--- src/rtl/sevenseg_pkg.sv ---
// Shared constants and helpers for the rv32 seven-segment scan controller.
package sevenseg_pkg;

   localparam int unsigned BUS_W = 32;
   localparam int unsigned STRB_W = BUS_W / 8;

   localparam logic [BUS_W-1:0] REG_DATA = 32'h0000_0000;
   localparam logic [BUS_W-1:0] REG_CTRL = 32'h0000_0004;

   localparam int unsigned CTRL_BLANK_LSB  = 0;
   localparam int unsigned CTRL_DP_LSB     = 8;
   localparam int unsigned CTRL_BRIGHT_LSB = 16;
   localparam int unsigned CTRL_EN_BIT     = 31;

   localparam logic [BUS_W-1:0] CTRL_RST  = 32'h800F_0000;
   localparam logic [BUS_W-1:0] CTRL_MASK = 32'h800F_FFFF;

   // Replace each byte lane whose strobe is set; a zero strobe leaves the word unchanged.
   function automatic logic [BUS_W-1:0] merge_bytes(input logic [BUS_W-1:0] old_w,
                                                    input logic [BUS_W-1:0] new_w,
                                                    input logic [STRB_W-1:0] strb);
      logic [BUS_W-1:0] res;
      res = old_w;
      for (int k = 0; k < STRB_W; k++) begin
         if (strb[k]) res[8*k +: 8] = new_w[8*k +: 8];
      end
      return res;
   endfunction

endpackage

--- src/rtl/rv32_sevenseg_scan_if.sv ---
// PicoRV32 native-bus request/acknowledge bundle.
interface rv32_sevenseg_scan_if;
   import sevenseg_pkg::*;

   logic              rv32_valid;
   logic              rv32_ready;
   logic [BUS_W-1:0]  rv32_addr;
   logic [BUS_W-1:0]  rv32_wdata;
   logic [STRB_W-1:0] rv32_wstrb;
   logic [BUS_W-1:0]  rv32_rdata;

   modport master (output rv32_valid, rv32_addr, rv32_wdata, rv32_wstrb,
                   input  rv32_ready, rv32_rdata);
   modport slave  (input  rv32_valid, rv32_addr, rv32_wdata, rv32_wstrb,
                   output rv32_ready, rv32_rdata);
endinterface

--- src/rtl/bin_2_sevenseg.sv ---
// Hex nibble to active-high segment pattern {g,f,e,d,c,b,a}.
module bin_2_sevenseg (
   input  logic [3:0] bin,
   output logic [6:0] seg_c
);
   always_comb begin
      seg_c = 7'h00;
      case (bin)
         4'h0: seg_c = 7'h3F;
         4'h1: seg_c = 7'h06;
         4'h2: seg_c = 7'h5B;
         4'h3: seg_c = 7'h4F;
         4'h4: seg_c = 7'h66;
         4'h5: seg_c = 7'h6D;
         4'h6: seg_c = 7'h7D;
         4'h7: seg_c = 7'h07;
         4'h8: seg_c = 7'h7F;
         4'h9: seg_c = 7'h6F;
         4'hA: seg_c = 7'h77;
         4'hB: seg_c = 7'h7C;
         4'hC: seg_c = 7'h39;
         4'hD: seg_c = 7'h5E;
         4'hE: seg_c = 7'h79;
         4'hF: seg_c = 7'h71;
         default: seg_c = 7'h00;
      endcase
   end
endmodule

--- src/rtl/sevenseg_scan_ctr.sv ---
// Slot prescaler and digit index; duty is the prescaler's top nibble for PWM dimming.
module sevenseg_scan_ctr #(
   parameter int unsigned DIGITS   = 8,
   parameter int unsigned SCAN_DIV = 1024,
   localparam int unsigned IDX_W   = (DIGITS > 1) ? $clog2(DIGITS) : 1
) (
   input  logic             clk,
   input  logic             rst_n,
   output logic [IDX_W-1:0] idx,
   output logic [3:0]       duty
);
   localparam int unsigned PRE_W = $clog2(SCAN_DIV);

   logic [PRE_W-1:0] presc_q;
   logic             wrap_c;

   assign wrap_c = (presc_q == PRE_W'(SCAN_DIV - 1));
   assign duty   = presc_q[PRE_W-1 -: 4];

   // SCAN_DIV is a power of two, so the prescaler wraps by plain overflow.
   always_ff @(posedge clk or negedge rst_n) begin
      if (!rst_n) begin
         presc_q <= '0;
         idx     <= '0;
      end else begin
         presc_q <= presc_q + PRE_W'(1);
         if (wrap_c) idx <= (idx == IDX_W'(DIGITS - 1)) ? '0 : idx + IDX_W'(1);
      end
   end
endmodule

--- src/rtl/rv32_sevenseg_scan.sv ---
// Memory-mapped multiplexed hex display: DATA/CTRL registers, scan, PWM dimming, registered pins.
module rv32_sevenseg_scan
   import sevenseg_pkg::*;
#(
   parameter int unsigned DIGITS     = 8,
   parameter int unsigned SCAN_DIV   = 1024,
   parameter bit          ACTIVE_LOW = 1'b1
) (
   input  logic                clk,
   input  logic                rst_n,
   rv32_sevenseg_scan_if.slave bus,
   output logic [6:0]          seg,
   output logic                dp,
   output logic [DIGITS-1:0]   an
);
   localparam int unsigned IDX_W = (DIGITS > 1) ? $clog2(DIGITS) : 1;

   logic             ready_q;
   logic [BUS_W-1:0] rdata_q, data_q, ctrl_q;
   logic             sel_ctrl_c, xfer_c;
   logic             unused_addr_bits;

   assign sel_ctrl_c       = bus.rv32_addr[2];
   assign xfer_c           = bus.rv32_valid & ready_q;
   assign unused_addr_bits = ^{bus.rv32_addr[BUS_W-1:3], bus.rv32_addr[1:0]};
   assign bus.rv32_ready   = ready_q;
   assign bus.rv32_rdata   = rdata_q;

   // Single-cycle ack; read data is latched on the request cycle, writes commit on the ack cycle.
   always_ff @(posedge clk or negedge rst_n) begin
      if (!rst_n) begin
         ready_q <= 1'b0;
         rdata_q <= '0;
         data_q  <= '0;
         ctrl_q  <= CTRL_RST;
      end else begin
         ready_q <= bus.rv32_valid & ~ready_q;
         if (bus.rv32_valid & ~ready_q) rdata_q <= sel_ctrl_c ? ctrl_q : data_q;
         if (xfer_c && !sel_ctrl_c) data_q <= merge_bytes(data_q, bus.rv32_wdata, bus.rv32_wstrb);
         if (xfer_c && sel_ctrl_c)
            ctrl_q <= merge_bytes(ctrl_q, bus.rv32_wdata, bus.rv32_wstrb) & CTRL_MASK;
      end
   end

   logic [IDX_W-1:0]  idx;
   logic [3:0]        duty;
   logic [2:0]        digit_c;
   logic [3:0]        nibble_c, bright_c;
   logic [7:0]        blank_c, dpm_c;
   logic [6:0]        seg_c;
   logic [DIGITS-1:0] an_c;
   logic              lit_c;

   sevenseg_scan_ctr #(.DIGITS(DIGITS), .SCAN_DIV(SCAN_DIV)) u_ctr (
      .clk   (clk),
      .rst_n (rst_n),
      .idx   (idx),
      .duty  (duty)
   );

   assign digit_c  = 3'(idx);
   assign nibble_c = 4'(data_q >> {digit_c, 2'b00});
   assign blank_c  = ctrl_q[CTRL_BLANK_LSB +: 8];
   assign dpm_c    = ctrl_q[CTRL_DP_LSB +: 8];
   assign bright_c = ctrl_q[CTRL_BRIGHT_LSB +: 4];
   assign lit_c    = ctrl_q[CTRL_EN_BIT] & ~blank_c[digit_c] & (duty <= bright_c);
   assign an_c     = DIGITS'(1) << idx;

   bin_2_sevenseg u_dec (
      .bin   (nibble_c),
      .seg_c (seg_c)
   );

   // Output polarity applied at the pin register; dark slots drive everything inactive.
   always_ff @(posedge clk or negedge rst_n) begin
      if (!rst_n) begin
         seg <= {7{ACTIVE_LOW}};
         dp  <= ACTIVE_LOW;
         an  <= {DIGITS{ACTIVE_LOW}};
      end else if (lit_c) begin
         seg <= seg_c ^ {7{ACTIVE_LOW}};
         dp  <= dpm_c[digit_c] ^ ACTIVE_LOW;
         an  <= an_c ^ {DIGITS{ACTIVE_LOW}};
      end else begin
         seg <= {7{ACTIVE_LOW}};
         dp  <= ACTIVE_LOW;
         an  <= {DIGITS{ACTIVE_LOW}};
      end
   end
endmodule

--- src/flat_wrapper.sv ---
// flat-port wrapper written by rule: the top's interface ports become plain ports
module rv32_sevenseg_scan_flat import sevenseg_pkg::*;
#(
   parameter int unsigned DIGITS     = 8,
   parameter int unsigned SCAN_DIV   = 1024,
   parameter bit          ACTIVE_LOW = 1'b1
)
  (clk, rst_n, seg, dp, an, bus_rv32_valid, bus_rv32_addr, bus_rv32_wdata, bus_rv32_wstrb, bus_rv32_ready, bus_rv32_rdata);
  rv32_sevenseg_scan_if bus_i ();
  input  logic clk;
  input  logic rst_n;
  output logic [6:0] seg;
  output logic dp;
  output logic [DIGITS-1:0] an;
  input wire logic [$bits(bus_i.rv32_valid)-1:0] bus_rv32_valid;
  input wire logic [$bits(bus_i.rv32_addr)-1:0] bus_rv32_addr;
  input wire logic [$bits(bus_i.rv32_wdata)-1:0] bus_rv32_wdata;
  input wire logic [$bits(bus_i.rv32_wstrb)-1:0] bus_rv32_wstrb;
  output wire logic [$bits(bus_i.rv32_ready)-1:0] bus_rv32_ready;
  output wire logic [$bits(bus_i.rv32_rdata)-1:0] bus_rv32_rdata;
  assign bus_i.rv32_valid = bus_rv32_valid;
  assign bus_i.rv32_addr = bus_rv32_addr;
  assign bus_i.rv32_wdata = bus_rv32_wdata;
  assign bus_i.rv32_wstrb = bus_rv32_wstrb;
  assign bus_rv32_ready = bus_i.rv32_ready;
  assign bus_rv32_rdata = bus_i.rv32_rdata;
  rv32_sevenseg_scan #(.DIGITS(DIGITS), .SCAN_DIV(SCAN_DIV), .ACTIVE_LOW(ACTIVE_LOW)) u_core (.clk(clk), .rst_n(rst_n), .bus(bus_i), .seg(seg), .dp(dp), .an(an));
endmodule
--- config.mk ---
export PLATFORM = sky130hd
export DESIGN_NAME = rv32_sevenseg_scan_flat
export DESIGN_NICKNAME = d
export VERILOG_FILES = /design/src/rtl/sevenseg_pkg.sv /design/src/rtl/rv32_sevenseg_scan_if.sv /design/src/rtl/bin_2_sevenseg.sv /design/src/rtl/sevenseg_scan_ctr.sv /design/src/rtl/rv32_sevenseg_scan.sv /design/src/flat_wrapper.sv
export SDC_FILE = /design/constraint.sdc
export NUM_CORES = 1
export LEC_CHECK = 0
export CORE_ASPECT_RATIO = 1.4
export CORE_MARGIN = 2
export CORE_UTILIZATION = 40
export DETAILED_ROUTE_END_ITERATION = 8
export PLACE_DENSITY = 0.66
export SYNTH_ARGS = -nofsm -noshare
export SYNTH_HDL_FRONTEND = slang
export SYNTH_SLANG_ARGS = --single-unit
--- constraint.sdc ---
create_clock -name clk -period 2.8 [get_ports clk]
set_input_delay 0.56 -clock clk [delete_from_list [all_inputs] [get_ports clk]]
set_output_delay 0.56 -clock clk [all_outputs]
set_load 0.02 [all_outputs]
==> metrics.md <==
| Metric | Value |
|---|---|
| First-pass GRT wire length | 18600 um |
| Grt ovf | 0 |
| Remaining DRCs | 0 |
| Largest net degree at the start of global routing | 52 |
| Initial DRC Count | 177 |
| Pins Over Slew Limit | 0 |
| Share of async-settable or async-resettable flops after synthesis | 100% |
| Post-synth EDFFs | 0 |
| RePlAce Congestion | 0.770 |
| Routed Antenna Nets | 0 |
| Initial Util | 40.9% |
| # hold bufs at CTS | 0 |
| CTS tree | built |
| Seq cells post-synth | 115 |
| Post-CTS sizing | 0 |
| Die W | about 100 um |
| Mapped Nets | 502 |
| Clock insertion delay at the later pin of the skew report | 0.41 ns |
| Nets | 600 |
| Clock slew at reported path FFs | 0.05 ns |
| Worst EP required | 3.12 ns |
| CORE AREA | 0.0128 sq mm |
| Syn avg cell area | 12.7 sq um |
| Cell Pwr Density | 819 mW/mm^2 |
| Num CTS Buffers | 17 |
| Post-CTS Setup Bufs | 0 |
| Final setup viols | 0 |
| Root Driver | clkbuf_16 |
| CTS H-Tree Depth | 4 |
| First-pass DRT Iterations | 6 |
| Worst R2R Start | u_core.u_ctr.idx[0] |
| Ant diodes | 0 |
| Util after Layout | 53.9% |
| Outcome | finished clean |
| CP max FO | 13 |
| Vias | 3491 |
| YS warnings | 0 |
| Clock Sinks | 115 |
| VDD IR max | 0.000435 V |
| IO Count | 120 |
| Synth-to-layout area growth | 31.6% |
| Clk_skew | roughly 0.0071 ns |
| Count of cell types in the netlist | 37 |
| Worst setup EP type | flip-flop |
| Routed WL | 11600 um |
| Clk buf depth | 2 |
| I/O Buffers | 88 |
| Arr. time, crit path | 2.73 ns |
| WL/cell | 17.1 um |
| Worst Hold Class | in -> async |
| P_leak | ~3 nW |
| Synthesized netlist cell count | 414 |
| Max Clk Rate | approximately 0.41 GHz |
| Row cnt | 49 |
| WS Path Type | reg -> reg |
| Post-Place Setup Slack | 0.409 ns |
| Critical Path Start Type | flip-flop |
| Hpwl dp | 8620 um |
| Seq/Total Area, Yosys | a little under three fifths |
| Setup TNS | 0 ns |
| Final Hold Fails | 0 |
| Post-layout min period | 2.42 ns |
| Antenna violations before repair | 0 |
| Final worst slack | 0.382 ns |
| Flop2flop setup slack | around 0.38 ns |
| Crit path launch | u_core.u_ctr.idx[0] |
| Fin crit share | 86.4% |
| Slew margin rel. | around 58% |
| Die ar. | 0.0141 sq mm |
| Fillers | 1083 |
| Synth Cell Area | 0.00524 sq mm |
| Layout cell share with drive strength beyond 1 | 25.6% |
| Total of max-cap violations | 0 |
| All-Layer GR Usage | between 15 and 20% |
| Die H | 139 um |
| Vias in the first global route | roughly 3600 |
| Post-synth top flop | dfrtp_1 |
| DR vias/cell | 5.16 |
| RSZ-0062 raised after global routing | no |
| Slew @ Worst Pin | 0.627 ns |
layout by cell type (no fill, tap or decap), drive strengths merged, types with 2 or more instances in the layout:
master,count
nand4,7
nand3,16
clkinv,7
a21oi,5
clkdlybuf4s50,86
dfrtp,94
nand2,51
bufinv,3
nor2b,2
o211ai,5
mux4,12
o221ai,2
nor2,3
nand2b,12
inv,13
xnor2,6
mux2i,26
xor2,2
ha,17
clkbuf,20
o21ai,38
clkinvlp,2
buf,12
dfstp,21
mux2,55
worst max-delay path, cell delays in order (launching register included):
cell	delay [ns]
dfrtp_1	0.46
buf_12	0.20
mux4_2	0.53
mux2i_1	0.23
inv_1	0.11
ha_1	0.25
or3_1	0.38
o21ai_1	0.08
o21ai_1	0.08
Yosys cell counts, drive strengths merged, types with 2 or more instances:
cell type	n	area share [%]
nand4	7	0.84
dfrtp	94	45
ha	17	4.1
nor2	3	0.21
o21ai	38	3.6
clkbuf	11	0.79
nand2	51	3.7
nand2b	12	1.4
a21oi	5	0.69
o211ai	5	0.72
xnor2	6	1.0
nand3	16	1.5
mux2i	26	5.0
buf	8	1.1
mux2	55	12
mux4	12	5.2
nor2b	2	0.24
o221ai	2	0.33
xor2	2	0.33
inv	13	0.93
dfstp	21	11
logic make-up after synthesis:
| logic type | Yosys count | synth area share, % |
|---|---|---|
| AO/OA/AOI/OAI | 51 | 5.51 |
| XOR/XNOR | 8 | 1.34 |
| adder cells (fa/ha/maj) | 17 | 4.06 |
| buffers and inverters | 33 | 2.93 |
| flip-flops | 115 | 55.4 |
| multiplexers | 93 | 22.1 |
| AND/OR/NAND/NOR | 97 | 8.64 |
layout make-up:
cell class / count / area (sq um) / share of cell area, %
clock inverters: 11 / 135 / 1.96
multi-input cells: 266 / 2190 / 31.7
clock buffers: 20 / 457 / 6.62
inverters: 14 / 52.6 / 0.761
repair buffers: 98 / 973 / 14.1
flip-flops and latches: 115 / 2900 / 42.1
well taps: 153 / 191 / 2.77
flip-flops by register name, summed over array words and instances, names as in the netlist:
signal and cells:
u_core.u_ctr.idx 3, u_core.seg 7, u_core.dp 1, u_core.u_ctr.presc_q 10, u_core.ctrl_q 21, u_core.bus.rv32_ready 1
u_core.data_q 32, u_core.an 8, u_core.bus.rv32_rdata 32
layer usage:
| layer | vias to the layer above | part of all wire, % | GRT usage [%] |
|---|---|---|---|
| li1 | 1658 | - | - |
| met2 | 81 | 54 | 30.5 |
| met4 | 0 | 1.4 | 5.70 |
| met1 | 1740 | 40 | 20.4 |
| met5 | - | 0 | 0 |
| met3 | 12 | 4.0 | 4.92 |
power by group:
group | internal [W] | switching (W) | leakage, nW
clock network | 0.00143 | 0.000718 | 0.291
registers | 0.00203 | 0.000236 | 1.39
logic | 0.000642 | 0.000598 | 1.33
total | 0.00410 | 0.00155 | 3.01
path summary, 6_finish.rpt:
path | endpoint | cells after the start
worst max register to register | u_core.seg[0] | 8
worst min register to register | u_core.u_ctr.presc_q[4] | 1
worst max-delay path | u_core.seg[0] | 8
max in group asynchronous | u_core.ctrl_q[31] | 2
worst min-delay path | u_core.bus.rv32_rdata[7] | 1
min in group clk | u_core.u_ctr.presc_q[4] | 1
through the flow:
stage                     total power (W)  hold slack (ns)  instances  instance area [sq um]
final                             0.00565            0.162        677                   6900
after floorplan                   0.00296            0.264        414                   5240
after detailed placement          0.00354            0.460        646                   6310
after global placement            0.00349            0.453        646                   6310
after global routing              0.00592            0.215        677                   6900
after CTS                         0.00571            0.192        677                   6900
Power figures use the tool's default switching activity.
